### src/rtl/inst_mem_loader_pkg.sv
// Shared constants and types for the boot-time instruction memory loader.
// The memory geometry defaults are also used by the instruction memory itself.
package inst_mem_loader_pkg;

  localparam int MEM_BYTES_DEF = 1024;
  localparam int ADDR_W_DEF    = 10;
  localparam int LEN_BYTES     = 4;

  typedef enum logic [2:0] {
    ST_IDLE = 3'd0,
    ST_LEN  = 3'd1,
    ST_DATA = 3'd2,
    ST_CSUM = 3'd3,
    ST_DONE = 3'd4,
    ST_ERR  = 3'd5
  } state_t;

  typedef enum logic [1:0] {
    ERR_NONE   = 2'd0,
    ERR_LENGTH = 2'd1,
    ERR_CSUM   = 2'd2
  } err_code_t;

  // Checksum is a plain byte sum that wraps modulo 256.
  function automatic logic [7:0] sum8(input logic [7:0] a, input logic [7:0] b);
    return a + b;
  endfunction

endpackage

### src/rtl/inst_mem_loader.sv
// Framed byte-stream loader: 4-byte little-endian length, payload, checksum.
// Writes the payload into instruction memory and holds the CPU until a clean load.
module inst_mem_loader
  import inst_mem_loader_pkg::*;
#(
  parameter int MEM_BYTES = MEM_BYTES_DEF,
  parameter int ADDR_W    = ADDR_W_DEF
) (
  input  logic              clk,
  input  logic              rst,
  input  logic              start,
  input  logic [7:0]        in_data,
  input  logic              in_valid,
  output logic              in_ready,
  output logic              mem_we,
  output logic [ADDR_W-1:0] mem_addr,
  output logic [7:0]        mem_wdata,
  output logic              cpu_hold,
  output logic              busy,
  output logic              done,
  output logic              err,
  output logic [1:0]        err_code
);

  state_t      state_q, state_d;
  err_code_t   err_code_q, err_code_d;
  logic [31:0] len_q;
  logic [ADDR_W:0] cnt_q;
  logic [7:0]  sum_q;

  logic        accept;
  logic [31:0] hdr_len;
  logic        hdr_last;
  logic        data_last;

  assign busy     = (state_q == ST_LEN) || (state_q == ST_DATA) || (state_q == ST_CSUM);
  assign in_ready = busy;
  assign accept   = in_valid && in_ready;
  assign cpu_hold = (state_q != ST_DONE);
  assign done     = (state_q == ST_DONE);
  assign err      = (state_q == ST_ERR);
  assign err_code = err_code_q;

  // Length arrives LSB first, so the 4th byte completes the word from the top.
  assign hdr_len   = {in_data, len_q[31:8]};
  assign hdr_last  = (cnt_q == (ADDR_W+1)'(LEN_BYTES - 1));
  // Length is already bounded by MEM_BYTES here, so the low ADDR_W+1 bits hold it.
  assign data_last = ((cnt_q + (ADDR_W+1)'(1)) == len_q[ADDR_W:0]);

  // NOTE: every variable gets its default before the case, so no path leaves
  // one unassigned and no latch is inferred.
  always_comb begin
    state_d    = state_q;
    err_code_d = err_code_q;
    case (state_q)
      ST_IDLE, ST_DONE, ST_ERR: begin
        if (start) begin
          state_d    = ST_LEN;
          err_code_d = ERR_NONE;
        end
      end
      ST_LEN: begin
        if (accept && hdr_last) begin
          if (hdr_len > 32'(MEM_BYTES)) begin
            state_d    = ST_ERR;
            err_code_d = ERR_LENGTH;
          end else if (hdr_len == 32'd0) begin
            state_d = ST_CSUM;
          end else begin
            state_d = ST_DATA;
          end
        end
      end
      ST_DATA: begin
        if (accept && data_last) state_d = ST_CSUM;
      end
      ST_CSUM: begin
        if (accept) begin
          if (in_data == sum_q) begin
            state_d = ST_DONE;
          end else begin
            state_d    = ST_ERR;
            err_code_d = ERR_CSUM;
          end
        end
      end
      default: state_d = ST_IDLE;
    endcase
  end

  // NOTE: sequential state uses non-blocking assignments so every register
  // samples pre-edge values regardless of statement order.
  always_ff @(posedge clk) begin
    if (rst) begin
      state_q    <= ST_IDLE;
      err_code_q <= ERR_NONE;
    end else begin
      state_q    <= state_d;
      err_code_q <= err_code_d;
    end
  end

  // NOTE: the write-port registers are reset too, because they are outputs
  // whose values are visible to the memory during and after reset.
  always_ff @(posedge clk) begin
    if (rst) begin
      len_q     <= '0;
      cnt_q     <= '0;
      sum_q     <= '0;
      mem_we    <= 1'b0;
      mem_addr  <= '0;
      mem_wdata <= '0;
    end else begin
      mem_we <= 1'b0;
      case (state_q)
        ST_IDLE, ST_DONE, ST_ERR: begin
          if (start) begin
            len_q <= '0;
            cnt_q <= '0;
            sum_q <= '0;
          end
        end
        ST_LEN: begin
          if (accept) begin
            len_q <= hdr_len;
            cnt_q <= hdr_last ? '0 : cnt_q + (ADDR_W+1)'(1);
          end
        end
        ST_DATA: begin
          if (accept) begin
            mem_we    <= 1'b1;
            mem_addr  <= cnt_q[ADDR_W-1:0];
            mem_wdata <= in_data;
            sum_q     <= sum8(sum_q, in_data);
            cnt_q     <= cnt_q + (ADDR_W+1)'(1);
          end
        end
        default: ;
      endcase
    end
  end

endmodule
### config.mk
export PLATFORM = sky130hd
export DESIGN_NAME = inst_mem_loader
export DESIGN_NICKNAME = d
export VERILOG_FILES = /design/src/rtl/inst_mem_loader_pkg.sv /design/src/rtl/inst_mem_loader.sv
export SDC_FILE = /design/constraint.sdc
export NUM_CORES = 1
export LEC_CHECK = 0
export CAP_MARGIN = 20
export CORE_UTILIZATION = 30
export CTS_CLUSTER_DIAMETER = 120
export CTS_CLUSTER_SIZE = 28
export DETAILED_ROUTE_END_ITERATION = 7
export SYNTH_ARGS = -nofsm -noshare
export SYNTH_HDL_FRONTEND = slang
export SYNTH_SLANG_ARGS = --single-unit
### constraint.sdc
create_clock -name clk -period 2.4 [get_ports clk]
set_clock_uncertainty 0.2 [all_clocks]
set_input_delay 0.24 -clock clk [delete_from_list [all_inputs] [get_ports clk]]
set_output_delay 0.24 -clock clk [all_outputs]
set_load 0.02 [all_outputs]
# After elaboration in Yosys (flattened, before gate mapping)
# Index checks and enable logic that the tools add are counted.
totals:
  ff_bits: 75
  input_bits: 12
  output_inout_bits: 26
  word_cells: 74
op_classes:
  order_cmp: 1
  reduce_logical: 19
  mux: 26
  addsub: 2
  bitwise_logic: 1
  n_eq_ne: 17
ops:
  columns: ["operator", "n"]
  rows:
  - ["32-bit 2-to-1 mux", 2]
  - ["32-bit one-hot mux with 2 select lines", 1]
  - ["11-bit 2-to-1 mux", 4]
  - ["11-bit one-hot mux with 3 select lines", 1]
  - ["32-bit by 11-bit > comparator with 1-bit output, second input constant", 1]
  - ["32-bit logical NOT", 1]
  - ["8-bit 2-to-1 mux", 2]
  - ["8-bit one-hot mux with 2 select lines", 1]
  - ["3-bit 2-to-1 mux", 5]
  - ["3-bit one-hot mux with 4 select lines", 1]
  - ["11-bit by 1-bit adder with 11-bit output, second input constant", 1]
  - ["11-bit equality test", 1]
  - ["11-bit by 2-bit equality test with 1-bit output, second input constant", 1]
  - ["2-bit 2-to-1 mux", 5]
  - ["2-bit != test, second input constant", 5]
  - ["8-bit adder", 1]
  - ["8-bit equality test", 1]
  - ["4-bit AND reduction", 2]
  - ["3-bit by 2-bit equality test with 1-bit output, second input constant", 2]
  - ["3-bit equality test, second input constant", 2]
  - ["2-bit by 1-bit != test with 1-bit output, second input constant", 3]
  - ["2-bit one-hot mux with 3 select lines", 1]
  - ["3-bit AND reduction", 2]
  - ["6-bit AND reduction", 1]
  - ["other kinds (12)", 19]

# Depth between registers and ports, before layout
logic_depth:
  depth_word: 7
  depth_mapped: 8
  mapped_depth_nobuf: 8

# Least setup slack after synthesis
# OpenSTA, ideal clock, no wires.
synth_path:
  path_type: "register to register"
  from: "register cnt_q[1]"
  to: "register state_q[0]"
  setup_slack_ns: 0.329
  stages_incl_launch_ff: 9
  n_path_buf: 1
  period_less_slack_ns: 2.071
  t_required_ns: 2.141
  setup_ns: 0.059
  arrival_time_ns: 1.811
  cell_sequence: "dfxtp_1 > ha_1 > and4_1 > buf_6 > xor2_2 > a41oi_1 > a31o_1 > nor4_1 > o311a_1"
synth_between:
  elab_chain_cells: 5
  word_cells_on_any_way: 8
  cone_classes: "add/sub: 1; eq/ne: 4; reduce/logical: 3"
synth_rtl:
  columns: ["element", "line", "source"]
  rows:
  - ["from (decl)", "inst_mem_loader.sv:28", "logic [ADDR_W:0] cnt_q;"]
  - ["from (signal assigned)", "inst_mem_loader.sv:126", "cnt_q <= hdr_last ? '0 : cnt_q + (ADDR_W+1)'(1);"]
  - ["from (signal assigned)", "inst_mem_loader.sv:135", "cnt_q <= cnt_q + (ADDR_W+1)'(1);"]
  - ["11-bit by 1-bit adder with 11-bit output", "inst_mem_loader.sv:48", "assign data_last = ((cnt_q + (ADDR_W+1)'(1)) == len_q[ADDR_W:0]);"]
  - ["11-bit equality test", "inst_mem_loader.sv:48", null]
  - ["1-bit logical AND", "inst_mem_loader.sv:75", "if (accept && data_last) state_d = ST_CSUM;"]
  - ["2-bit by 1-bit != test with 1-bit output (no source line)", null, null]
  - ["4-bit AND reduction (no source line) *", null, null]
  - ["to (signal assigned)", "inst_mem_loader.sv:98", "state_q <= state_d;"]
  - ["to (decl)", "inst_mem_loader.sv:25", "state_t state_q, state_d;"]
# Mark *: on every way between the ends. The rest lies on a longest branch, timed or not.
# A chain may end at the register's enable or synchronous reset.

# Final worst setup path
layout_path:
  from: "register sum_q[1]"
  to: "register sum_q[7]"
layout_between:
  elab_chain_cells: 3
layout_rtl:
  columns: ["element", "line", "source"]
  rows:
  - ["from (decl)", "inst_mem_loader.sv:29", "logic [7:0] sum_q;"]
  - ["from (signal assigned)", "inst_mem_loader.sv:134", "sum_q <= sum8(sum_q, in_data);"]
  - ["8-bit adder", "inst_mem_loader_pkg.sv:26", "return a + b;"]
  - ["8-bit 2-to-1 mux", "inst_mem_loader.sv:130", "if (accept) begin"]
  - ["8-bit one-hot mux with 2 select lines", "inst_mem_loader.sv:115", "case (state_q)"]
# No other way between the ends. The select of a mux whose other input is x is not followed.

==> metrics.yaml <==
status: "complete, no violations"
layout-drive-gt1-share: 0.149
area_growth_pct: 28.6
async_flop_share: 0
period_share: 0.960
tightestPinTransition_ns: 0.693
antenna_left: 0
hp-start: "mem_addr[5]"
h-tree-depth: 3
rows: 40
holdPathStages: 2
drv_slew: 0
powerDensity_nw_per_um2: 617
diodes: 0
fill_cells: 1222
io_buffers: 37
drt_iter0_markers: 304
root_buffer: "clkbuf_16"
synth_commonest_cells: "75 x dfxtp_1, 61 x nor2_1, 51 x nand2_1"
start_util: 0.309
yosysMostFrequentCell: "dfxtp_1"
placed_cell_area_um2: 4430
core_um2: 12100
path_max_fanout: 3
vias: 3481
yosysTopAreaCell: "dfxtp_1"
wl_per_cell_um: 14.5
reg2reg_depth: 7
die_x_um: 113
pin_count: 38
final_nets: 520
required_ns: 2.43
syn_nets: 465
ys_seq_elements: 75
clockBufferDepth: 2
grt_use_total: 0.161
path_clk_slew_ns: 0.06
drc: 0
min_path_type: "flop to flop"
worstSetupPathType: "flop to flop"
firstDrtPassIters: 5
cp-end-kind: "flop"
synthCells: 444
r2r-start: "sum_q[1]"
die_area_um2: 12900
fin_tns_setup_ns: 0
reg2reg_to: "sum_q[7]"
synthFlopType: "dfxtp_1"
ys_types: 59
maxCapViolations: 0
vias_per_cell: 5.18
start_kind: "flop"
synth_seq_area_share: 0.403
period_needed_ns: 2.31
arrival_ns: 2.33
grt_overflow: 0
final_area_um2: 4790
clock_latency_ns: 0.34
synth_warnings: 0
grt_pass1_vias: 3295
report.final.hold_viol_count: 0
reg2reg_setup_slack_ns: 0.09
grt_max_degree: 69
globalplace.congestion: 0.874
netlist.area_leader.share: 0.403
synth.area.top_cells: "dfxtp_1 40%, a22oi_1 8.1%, nor2_1 6.1%, nand2_1 5.1%, a21oi_1 4.7%"
finalSetupViolCount: 0
rsz0062_at_grt: "false"
syn-mean-instance-area_um2: 8.39
synth-edff-count: 0
postCtsSetupBuffers: 0
dp_hpwl_um: 6940
numCtsBuffers: 9
die_y_um: 113
grt_pass1_wl_um: 16200
clock-sinks: 75
synth_area_um2: 3720
fmax_mhz: 434
peakVddDrop_mv: 0.311
tritoncts: "done"
hold_end: "mem_addr[5]"
leakage_nw: 1.74
antenna_found_initial: 0
slew_headroom: 0.538
wl_um: 9740
worst max-delay path, stage by stage, from the launching register on:
cell and delay [ns]:
dfxtp_1 0.39, ha_1 0.29, a21oi_2 0.16, o21ai_0 0.12, a2111oi_1 0.44, nor3_1 0.14, o2111a_1 0.15, a311o_1 0.31
per-stage QoR:
stage | hold WS (ns) | setup WS (ns) | total power, W | utilization | instances
floorplan | 0.176 | 0.329 | 0.00144 | - | 444
global placement | 0.243 | -0.175 | 0.00154 | 0.368 | 655
detailed placement | 0.247 | -0.205 | 0.00154 | 0.368 | 655
CTS | 0.254 | 0.0585 | 0.00298 | 0.395 | 672
global route | 0.264 | 0.00152 | 0.00307 | 0.397 | 672
finish | 0.250 | 0.0949 | 0.00295 | 0.397 | 672
final cells by class:
type	count	area (um2)	share of cell area
multi-input cells	323	2030	0.424
flip-flops and latches	75	1500	0.314
repair buffers	81	698	0.146
clock buffers	10	229	0.0478
well taps	168	210	0.0439
clock inverters	6	87.6	0.0183
inverters	9	33.8	0.00706
cell families after synthesis:
group           synth area share
simple gates               0.224
xor+xnor                  0.0373
mux                      0.00806
buf+inv                   0.0598
fa+ha+maj                 0.0322
compound gates             0.236
flops                      0.403
routing by layer:
layer  part of all wire  vias to the layer above  wire, um  global-route usage
met2               0.47                       85      4590               0.257
li1                   -                     1716         -                   -
met1               0.46                     1667      4440               0.208
met4              0.017                        0       170              0.0553
met5                  0                        -         0                   0
met3              0.055                       13       533              0.0478
what timing repair did:
action | 4_1_cts | 5_1_grt
resized for setup | 0 | 9
endpoints found under the setup margin | 0 | 2
hold buffers | 1 | 0
endpoints found under the hold margin | 4 | 0
registers in the layout (all words and copies together), names as in the netlist:
register,flops
mem_wdata,8
sum_q,8
cnt_q,11
mem_addr,10
state_q,3
err_code,2
mem_we,1
len_q,32
how the worst max path moves through the flow:
stage | startpoint | endpoint | slack (ns) | cells after the start
after floorplan | cnt_q[1] | state_q[0] | 0.33 | 8
after global placement | in_data[1] | sum_q[7] | -0.17 | 8
after detailed placement | in_data[1] | sum_q[7] | -0.21 | 8
after CTS | cnt_q[0] | state_q[0] | 0.06 | 8
after global routing | sum_q[1] | sum_q[7] | 0.002 | 7
final | sum_q[1] | sum_q[7] | 0.09 | 7
cell usage in the layout, fill, tap and decap left out, drive strengths merged, types with 5 or more instances in the layout:
cell | netlist | routed
nand4 | 7 | 7
and3 | 5 | 5
nor4 | 11 | 11
nand3 | 6 | 6
clkbuf | 21 | 10
nor2 | 61 | 61
xnor2 | 10 | 10
dfxtp | 75 | 75
ha | 8 | 8
buf | 16 | 44
a311oi | 9 | 9
nand2 | 51 | 51
nand2b | 8 | 8
a22oi | 40 | 40
xor2 | 5 | 5
o21ai | 10 | 10
a21oi | 35 | 35
a31oi | 5 | 5
clkdlybuf4s50 | 0 | 36
inv | 9 | 10
nor3 | 6 | 6
where the power goes:
part	internal, W	switching, W
clock network	0.000912	0.000525
logic	0.0000981	0.000152
registers	0.00126	0.0000119
No activity file was read; power rests on OpenSTA's default activity.
